`src/rtl/vx_cache_core_rsp_merge_pkg.sv`:
```
// Shared helpers for the cache core response merge block: index widths and
// modular bank-index arithmetic used by the picker and the merge scan.
package vx_cache_core_rsp_merge_pkg;

    // Width of an index into n items; a single item still gets a 1-bit field.
    function automatic int clog2_min1(input int n);
        return (n > 1) ? $clog2(n) : 1;
    endfunction

    function automatic int wrap_add(input int a, input int b, input int n);
        return (a + b) % n;
    endfunction

endpackage

```
`src/rtl/vx_rr_lead_picker.sv`:
```
// Rotating priority encoder: first asserted request at or after ptr, with
// wrap-around. Returns the winner as one-hot and as an index.
module vx_rr_lead_picker
    import vx_cache_core_rsp_merge_pkg::*;
#(
    parameter  int N  = 4,
    localparam int PW = clog2_min1(N)
) (
    input  logic [N-1:0]  req,
    input  logic [PW-1:0] ptr,
    output logic [N-1:0]  onehot,
    output logic [PW-1:0] idx,
    output logic          any
);

    logic [PW-1:0] j;

    always_comb begin
        onehot = '0;
        idx    = '0;
        any    = 1'b0;
        j      = '0;
        for (int i = 0; i < N; i++) begin
            j = PW'(wrap_add(int'(ptr), i, N));
            if (!any && req[j]) begin
                any       = 1'b1;
                onehot[j] = 1'b1;
                idx       = j;
            end
        end
    end

endmodule

```
`src/rtl/vx_cache_core_rsp_merge.sv`:
```
// Merges per-bank core responses that share a core tag into one registered
// multi-lane core response, with round-robin fairness across banks.
module vx_cache_core_rsp_merge
    import vx_cache_core_rsp_merge_pkg::*;
#(
    parameter  int NUM_BANKS      = 4,
    parameter  int NUM_REQUESTS   = 4,
    parameter  int WORD_SIZE      = 4,
    parameter  int CORE_TAG_WIDTH = 8,
    localparam int TID_W          = clog2_min1(NUM_REQUESTS),
    localparam int PTR_W          = clog2_min1(NUM_BANKS),
    localparam int WORD_W         = WORD_SIZE * 8
) (
    input  logic                                clk,
    input  logic                                reset,
    input  logic [NUM_BANKS-1:0]                per_bank_core_rsp_valid,
    input  logic [NUM_BANKS*TID_W-1:0]          per_bank_core_rsp_tid,
    input  logic [NUM_BANKS*WORD_W-1:0]         per_bank_core_rsp_data,
    input  logic [NUM_BANKS*CORE_TAG_WIDTH-1:0] per_bank_core_rsp_tag,
    output logic [NUM_BANKS-1:0]                per_bank_core_rsp_ready,
    output logic [NUM_REQUESTS-1:0]             core_rsp_valid,
    output logic [NUM_REQUESTS*WORD_W-1:0]      core_rsp_data,
    output logic [CORE_TAG_WIDTH-1:0]           core_rsp_tag,
    input  logic                                core_rsp_ready
);

    logic [NUM_BANKS-1:0][TID_W-1:0]          bank_tid;
    logic [NUM_BANKS-1:0][WORD_W-1:0]         bank_data;
    logic [NUM_BANKS-1:0][CORE_TAG_WIDTH-1:0] bank_tag;

    assign bank_tid  = per_bank_core_rsp_tid;
    assign bank_data = per_bank_core_rsp_data;
    assign bank_tag  = per_bank_core_rsp_tag;

    logic [NUM_REQUESTS-1:0]              valid_q, valid_d;
    logic [NUM_REQUESTS-1:0][WORD_W-1:0]  data_q, data_d;
    logic [CORE_TAG_WIDTH-1:0]            tag_q, tag_d;
    logic [PTR_W-1:0]                     ptr_q, ptr_d;

    logic [NUM_BANKS-1:0]                 lead_oh;
    logic [PTR_W-1:0]                     lead_idx;
    logic                                 lead_any;
    logic [CORE_TAG_WIDTH-1:0]            lead_tag;

    vx_rr_lead_picker #(.N(NUM_BANKS)) u_lead_picker (
        .req    (per_bank_core_rsp_valid),
        .ptr    (ptr_q),
        .onehot (lead_oh),
        .idx    (lead_idx),
        .any    (lead_any)
    );

    always_comb begin
        lead_tag = '0;
        for (int b = 0; b < NUM_BANKS; b++) begin
            lead_tag = lead_tag | (bank_tag[b] & {CORE_TAG_WIDTH{lead_oh[b]}});
        end
    end

    // Scan from the lead so that on a lane conflict the bank nearest the
    // round-robin pointer wins and the others wait for a later cycle.
    logic [NUM_BANKS-1:0]                 merge;
    logic [NUM_REQUESTS-1:0]              claimed;
    logic [NUM_REQUESTS-1:0][WORD_W-1:0]  merge_data;
    logic [PTR_W-1:0]                     scan_b;
    logic [TID_W-1:0]                     lane;

    always_comb begin
        merge      = '0;
        claimed    = '0;
        merge_data = data_q;
        scan_b     = '0;
        lane       = '0;
        for (int i = 0; i < NUM_BANKS; i++) begin
            scan_b = PTR_W'(wrap_add(int'(lead_idx), i, NUM_BANKS));
            lane   = (NUM_REQUESTS > 1) ? bank_tid[scan_b] : '0;
            if (lead_any && per_bank_core_rsp_valid[scan_b]
                && (bank_tag[scan_b] == lead_tag) && !claimed[lane]) begin
                merge[scan_b]    = 1'b1;
                claimed[lane]    = 1'b1;
                merge_data[lane] = bank_data[scan_b];
            end
        end
    end

    logic can_load;
    logic load;

    assign can_load = !(|valid_q) || core_rsp_ready;
    assign load     = can_load && lead_any;

    assign per_bank_core_rsp_ready = merge & {NUM_BANKS{can_load && reset}};

    always_comb begin
        valid_d = valid_q;
        data_d  = data_q;
        tag_d   = tag_q;
        ptr_d   = ptr_q;
        if (load) begin
            valid_d = claimed;
            data_d  = merge_data;
            tag_d   = lead_tag;
            ptr_d   = PTR_W'(wrap_add(int'(lead_idx), 1, NUM_BANKS));
        end else if (core_rsp_ready) begin
            valid_d = '0;
        end
    end

    always_ff @(posedge clk or negedge reset) begin
        if (!reset) begin
            valid_q <= '0;
            data_q  <= '0;
            tag_q   <= '0;
            ptr_q   <= '0;
        end else begin
            valid_q <= valid_d;
            data_q  <= data_d;
            tag_q   <= tag_d;
            ptr_q   <= ptr_d;
        end
    end

    assign core_rsp_valid = valid_q;
    assign core_rsp_data  = data_q;
    assign core_rsp_tag   = tag_q;

    // A bank left waiting must present the same response on the next cycle.
    for (genvar b = 0; b < NUM_BANKS; b++) begin : g_bank_stable
        assert property (@(posedge clk) disable iff (!reset)
            (per_bank_core_rsp_valid[b] && !per_bank_core_rsp_ready[b]) |=>
            ($stable(per_bank_core_rsp_valid[b]) && $stable(bank_tid[b])
             && $stable(bank_data[b]) && $stable(bank_tag[b])));
    end

endmodule
```
`config.mk`:
```
export PLATFORM = sky130hd
export DESIGN_NAME = vx_cache_core_rsp_merge
export DESIGN_NICKNAME = d
export VERILOG_FILES = /design/src/rtl/vx_cache_core_rsp_merge_pkg.sv /design/src/rtl/vx_rr_lead_picker.sv /design/src/rtl/vx_cache_core_rsp_merge.sv
export SDC_FILE = /design/constraint.sdc
export NUM_CORES = 1
export LEC_CHECK = 0
export BUFFER_PORTS_ARGS = -buffer_cell sky130_fd_sc_hd__buf_4
export CAP_MARGIN = 0
export CELL_PAD_IN_SITES_DETAIL_PLACEMENT = 1
export CELL_PAD_IN_SITES_GLOBAL_PLACEMENT = 1
export CORE_UTILIZATION = 35
export DETAILED_ROUTE_END_ITERATION = 10
export GPL_TIMING_DRIVEN = 1
export HOLD_SLACK_MARGIN = 0.02
export PLACE_DENSITY = 0.68
export SYNTH_ARGS = -nofsm -noshare
export SYNTH_HDL_FRONTEND = slang
export SYNTH_SLANG_ARGS = --single-unit
```
`constraint.sdc`:
```
create_clock -name clk -period 9.4 [get_ports clk]
set_clock_uncertainty 0.15 [all_clocks]
set_input_delay 1.41 -clock clk [delete_from_list [all_inputs] [get_ports clk]]
set_output_delay 1.41 -clock clk [all_outputs]
set_load 0.1 [all_outputs]
```
== After elaboration in Yosys (flattened, before gate mapping) ==
Index checks and enable logic that the tools add are counted.

* Add/sub/neg operators: 6
* Order comparisons: 24
* Equality and inequality tests: 4
* Muxes and demuxes: 110
* Bitwise logic cells: 17
* Reductions and logical operators: 40

{| class="wikitable"
|+ Operators with widths
! cell !! count
|-
| bitwise mux 128 bit || 4
|-
| 2-to-1 mux 128 bit || 4
|-
| binary-select mux 32 bit (select 2 bit) || 4
|-
| demux 32 bit (select 2 bit) || 4
|-
| 2-to-1 mux 32 bit || 8
|-
| binary-select mux 8 bit (select 2 bit) || 4
|-
| 2-to-1 mux 4 bit || 14
|-
| less-than comparator 2 x 3 -> 1 bit, second input constant || 12
|-
| OR 4 bit || 9
|-
| AND 8 bit || 4
|-
| == test 8 bit || 4
|-
| 2-to-1 mux 8 bit || 4
|-
| logical AND 1 bit || 29
|-
| 2-to-1 mux 1 bit || 28
|-
| binary-select mux 1 bit (select 2 bit) || 12
|-
| demux 1 bit (select 2 bit) || 12
|-
| >= comparator 2 x 1 -> 1 bit, second input constant || 12
|-
| OR 8 bit || 3
|-
| binary-select mux 2 bit (select 2 bit) || 4
|-
| 2-to-1 mux 2 bit || 8
|-
| adder 2 bit, second input constant || 4
|-
| logical NOT 1 bit || 8
|-
| adder 2 x 1 -> 2 bit, second input constant || 2
|-
| AND 4 bit || 1
|-
| other kinds (3) || 3
|}

* Flip-flop bits (word level): 142
* Input bits: 175
* Output and inout bits: 144
* Logic and storage cells: 208

== Longest topological paths before layout ==
* Word-level depth: 36
* Mapped depth: 28
* Depth with buffers taken out: 17

== By module ==
A second synthesis with hierarchy kept.

* Cell total of the unflattened synthesis: 1452
* Area, all modules: 14819.2 sq um

{| class="wikitable"
|+ By module, submodules not included
! module !! instances !! cells each !! area an instance (sq um) !! sequential area each (sq um)
|-
| vx_cache_core_rsp_merge || 1 || 1407 || 14396.3 || 3553.4
|-
| vx_rr_lead_picker || 1 || 45 || 422.9 || 0.0
|}

== Worst setup path before layout ==
Ideal clock, no wire load.

* Path type: input-to-output
* Start: input per_bank_core_rsp_valid[3]
* End: output per_bank_core_rsp_ready[0]
* Arrival: 7.442 ns
* Data required time: 7.840 ns
* Slack: 0.398 ns
* Stages on the path: 21
* Path buffers: 8
* Cells stage by stage: buf_2 mux2_4 mux2i_4 nand2_2 a22oi_4 buf_6 buf_2 buf_1 buf_1 ha_1 clkbuf_1 buf_1 clkbuf_1 mux4_2 xor2_1 nor4_1 nand2_1 a311oi_1 o221ai_1 a21oi_1 a221o_1

* Elaborated cells on any way between the ends: 139
* Those cells by class: add/sub (3); order compare (14); eq/ne (4); mux (73); bitwise (16); reduce/logical (29)

{| class="wikitable"
|+ RTL lines
! item !! RTL line !! RTL
|-
| start, declared || vx_cache_core_rsp_merge.sv:16 || <nowiki>input logic [NUM_BANKS-1:0] per_bank_core_rsp_valid,</nowiki>
|-
| binary-select mux 1 bit (select 2 bit) || vx_rr_lead_picker.sv:25 || <nowiki>if (!any && req[j]) begin</nowiki>
|-
| 2-to-1 mux 1 bit (not written as such) || vx_rr_lead_picker.sv:25 ||
|-
| 2-to-1 mux 1 bit || vx_rr_lead_picker.sv:25 ||
|-
| logical NOT 1 bit || vx_rr_lead_picker.sv:25 ||
|-
| logical AND 1 bit || vx_rr_lead_picker.sv:25 ||
|-
| 2-to-1 mux 1 bit || vx_rr_lead_picker.sv:25 ||
|-
| logical NOT 1 bit || vx_rr_lead_picker.sv:25 ||
|-
| logical AND 1 bit || vx_rr_lead_picker.sv:25 ||
|-
| (+5 left out) || n/a ||
|-
| named net scan_b[0] || vx_cache_core_rsp_merge.sv:65 || <nowiki>logic [PTR_W-1:0] scan_b;</nowiki>
|-
| binary-select mux 2 bit (select 2 bit) || vx_cache_core_rsp_merge.sv:76 || <nowiki>lane = (NUM_REQUESTS > 1) ? bank_tid[scan_b] : '0;</nowiki>
|-
| 2-to-1 mux 2 bit (not written as such) || vx_cache_core_rsp_merge.sv:76 ||
|-
| binary-select mux 1 bit (select 2 bit) || vx_cache_core_rsp_merge.sv:78 || <nowiki>&& (bank_tag[scan_b] == lead_tag) && !claimed[lane]) begin</nowiki>
|-
| 2-to-1 mux 1 bit (not written as such) || vx_cache_core_rsp_merge.sv:78 ||
|-
| logical NOT 1 bit || vx_cache_core_rsp_merge.sv:78 ||
|-
| logical AND 1 bit || vx_cache_core_rsp_merge.sv:78 ||
|-
| 2-to-1 mux 4 bit * || vx_cache_core_rsp_merge.sv:77 || <nowiki>if (lead_any && per_bank_core_rsp_valid[scan_b]</nowiki>
|-
| AND 4 bit * || vx_cache_core_rsp_merge.sv:92 || <nowiki>assign per_bank_core_rsp_ready = merge & {NUM_BANKS{can_load && reset}};</nowiki>
|-
| end, declared || vx_cache_core_rsp_merge.sv:20 || <nowiki>output logic [NUM_BANKS-1:0] per_bank_core_rsp_ready,</nowiki>
|}

The timed path passes the listed nets; every way through them passes the cells marked *. The select of a mux whose other input is x is not followed.

== Worst setup path in the final report ==
* Start: register ptr_q[1]
* End: output per_bank_core_rsp_ready[0]

* Longest elaborated chain between the ends: 36
* Elaborated cells on any way between the ends: 162
* Those cells by class: add/sub (6); order compare (22); eq/ne (4); mux (81); bitwise (16); reduce/logical (33)

{| class="wikitable"
|+ RTL lines
! item !! RTL line !! RTL
|-
| start, declared || vx_cache_core_rsp_merge.sv:38 || <nowiki>logic [PTR_W-1:0] ptr_q, ptr_d;</nowiki>
|-
| start signal, assigned || vx_cache_core_rsp_merge.sv:119 || <nowiki>ptr_q <= ptr_d;</nowiki>
|-
| branches (longest 34 deep; another with less-than comparator 2 x 3 -> 1 bit) || n/a ||
|-
| 2-to-1 mux 4 bit * || vx_cache_core_rsp_merge.sv:77 ||
|-
| AND 4 bit * || vx_cache_core_rsp_merge.sv:92 ||
|}

Mark *: on every way between the ends. The select of a mux whose other input is x is not followed.

==> results.ini <==
[cts]
cts_hold_buffers=0
cts_buffer_depth=2
clk_pin_slew_ns=0.06
cts_sinks=142
cts_resized=0
cts-root-buf=clkbuf_16
cts_setup_buffers=0
h-tree-depth=4
cts_tree=built
cts_buffers=17
clock_latency_ns=0.45

[timing]
max_slew_margin_pct=19.22
final.hold.worst_slack_ns=0.3942
setup_tns_ns=0
fmax_ghz=0.1212
maxSlewViolCount=0
layout_setup_ws_ns=1.149
worst_slew_pin_slew_ns=1.209
setup_violations=0
post-route-min-period_ns=8.251
rsz0062_at_grt=false
fin_crit_sh_pct=87.78
hold_viol=0

[route]
drtIter0Drc=1386
wire_per_inst_um=27.68
antenna_left=0
post-route-drc-count=0
vias_per_cell=6.455
routed_wl_mm=72.73
drtPass1Iterations=7
vias=16960

[setup_path]
rrSetupSlack_ns=1.71
path_cells=inv_1 > ha_1 > inv_1 > mux2i_4 > nand2_2 > a22oi_4 > buf_12 > mux4_1 > or3_1 > a21oi_1 > nand2_1 > a311oi_1 > a21boi_0 > a22oi_1 > nor2_1 > a221o_1 > buf_4
r2r_start=ptr_q[1]
reg2regPathDepth=17
required_ns=7.84
path_buf_inv=4
critPathMostFrequentCell=inv_1
r2r-end=core_rsp_data[68]
cp_top_family=compound AO/OA/AOI/OAI gates
max_stage_delay_ns=0.78
path_max_fanout=51
cp-end-kind=output port
worstPathArrival_ns=6.69
worst-setup-path-type=reg2out
slowest_stage=dfrtp_1
worstSetupStartpoint=ptr_q[1]
start_kind=flip-flop

[global_route]
grt_pass1_vias=17530
grt_max_degree=138
overflow=0
grt_pass1_wl_mm=109.1
grt_use_total_pct=31.97
antenna_found_initial=0

[min_path]
hold-path-cell-count=2
hold_start=core_rsp_tag[4]
hold_end=core_rsp_tag[4]
hold_path_class=reg2reg

[final_layout]
areaGrowthSynthToFinish_pct=21.71
final_layout_size_suffix_gt1_share_pct=22.18
diodes=0
utilization_pct=43.36
num-nets-final=2219

[place]
io_buffers=318
hpwl_mm=48.65
dpl_worst_slack_ns=1.544
place.gp.congestion=0.8791

[floorplan]
dieWidth_um=211.9
num_rows=76
start_util_pct=35.63
die_area_mm2=0.04488
io_pins=319
die_y_um=211.9
core_area_mm2=0.04327

[logic_synthesis]
yosysUniqueCellTypes=76
synth_fp_nets=2025
postSynthAreaPerCell_um2=8.400
synth_edf_count=0
ys_ff_latch=142
synth_ff_type=dfrtp_1
ys_seq_area_share_pct=23.05
ys_warn_count=0
async_flop_share_pct=100.0
syn-instance-count=1835
syn_area_mm2=0.01541

[run_status]
outcome=finished clean

[job]
drv_cap=0

-- Yosys cell counts, types with 14 or more instances --
library cell  instances  area [um^2]
a211o_1              14        122.6
a21oi_1              64        320.3
a221oi_1             38        332.8
a31oi_1              93        581.8
and3_1               16        100.1
buf_1                35        131.4
buf_2                37        185.2
clkbuf_1             85        319.1
dfrtp_1             142         3553
ha_1                 15        187.7
inv_1                17        63.81
mux2i_1             399         3994
mux4_2               21        473.0
nand2_1             231        867.1
nand2b_1             38        237.7
nand3_1              34        170.2
nor2_1              122        457.9
o211ai_1             86        645.6
o21ai_0              24        120.1
o22ai_1             135        844.6
xnor2_1              14        122.6
-- how the worst max path moves through the flow --
stage                                      end  cells past startpoint
floorplan           per_bank_core_rsp_ready[0]                     21
global placement    per_bank_core_rsp_ready[1]                     16
detailed placement  per_bank_core_rsp_ready[0]                     16
CTS                 per_bank_core_rsp_ready[0]                     17
global route        per_bank_core_rsp_ready[0]                     17
finish              per_bank_core_rsp_ready[0]                     17
-- worst min-delay path: stages, from the launching register on --
cell,delay (ns)
dfrtp_1,0.38
nand2_1,0.06
o21ai_0,0.07
-- layer usage --
metal  vias up  track usage [%]  part of all wire, %
met5         -                0                    0
met3       154            4.539                  7.1
li1       7401                -                    -
met1      8611            42.13                   43
met4         0            13.62                  3.6
met2       791            52.06                   47
-- registers in the layout, indices dropped and copies added, names as in the netlist --
name / count
core_rsp_data: 128
core_rsp_tag: 8
core_rsp_valid: 4
ptr_q: 2
-- cell families (layout without fill, tap and decap cells) --
family / Yosys count / count (layout) / share of synthesized area [%]
AOI/OAI and AO/OA: 515 / 515 / 22.97
xor gates and xnor gates: 23 / 23 / 1.307
muxes: 439 / 439 / 30.95
adders and majority gates: 15 / 15 / 1.218
DFF: 142 / 142 / 23.05
buffers and inverters: 190 / 397 / 5.455
and+or+nand+nor: 511 / 511 / 15.05
-- final cells by class --
type | count | area, um^2
clock buffer | 19 | 442.9
clock inverter | 13 | 188.9
fill | 5071 | 24500
inverter | 20 | 80.08
multi-input combinational | 1503 | 11150
sequential | 142 | 3553
tap | 585 | 732.0
timing repair buffer | 345 | 2619
-- metrics by stage --
step           std cells  instance area (um^2)
2_1_floorplan       1835                 15410
3_3_place_gp        2595                 18130
3_5_place_dp        2595                 18130
4_1_cts             2627                 18760
5_1_grt             2627                 18760
6_report            2627                 18760
-- cell usage in the layout, fill, tap and decap left out, types with 6 or more instances in the layout --
cell,n
o22ai_1,135
mux2i_1,399
buf_4,342
mux2_2,9
inv_1,17
a22oi_1,10
o32ai_1,6
dfrtp_1,142
xnor2_1,14
xor2_1,9
and3_1,14
o211ai_1,86
a221o_1,6
nand2_1,229
clkbuf_16,17
a31oi_1,93
a21oi_1,64
nor2_1,119
nand3_1,29
a211o_1,14
nand2b_1,38
or3_1,7
ha_1,14
nor2b_1,6
nor3_1,10
a221oi_1,38
mux4_2,21
a22o_1,7
o21ai_0,24
Power is left out: the tool's default activity adds up to more than one toggle a clock period on the data nets, which glitch-free logic cannot reach.
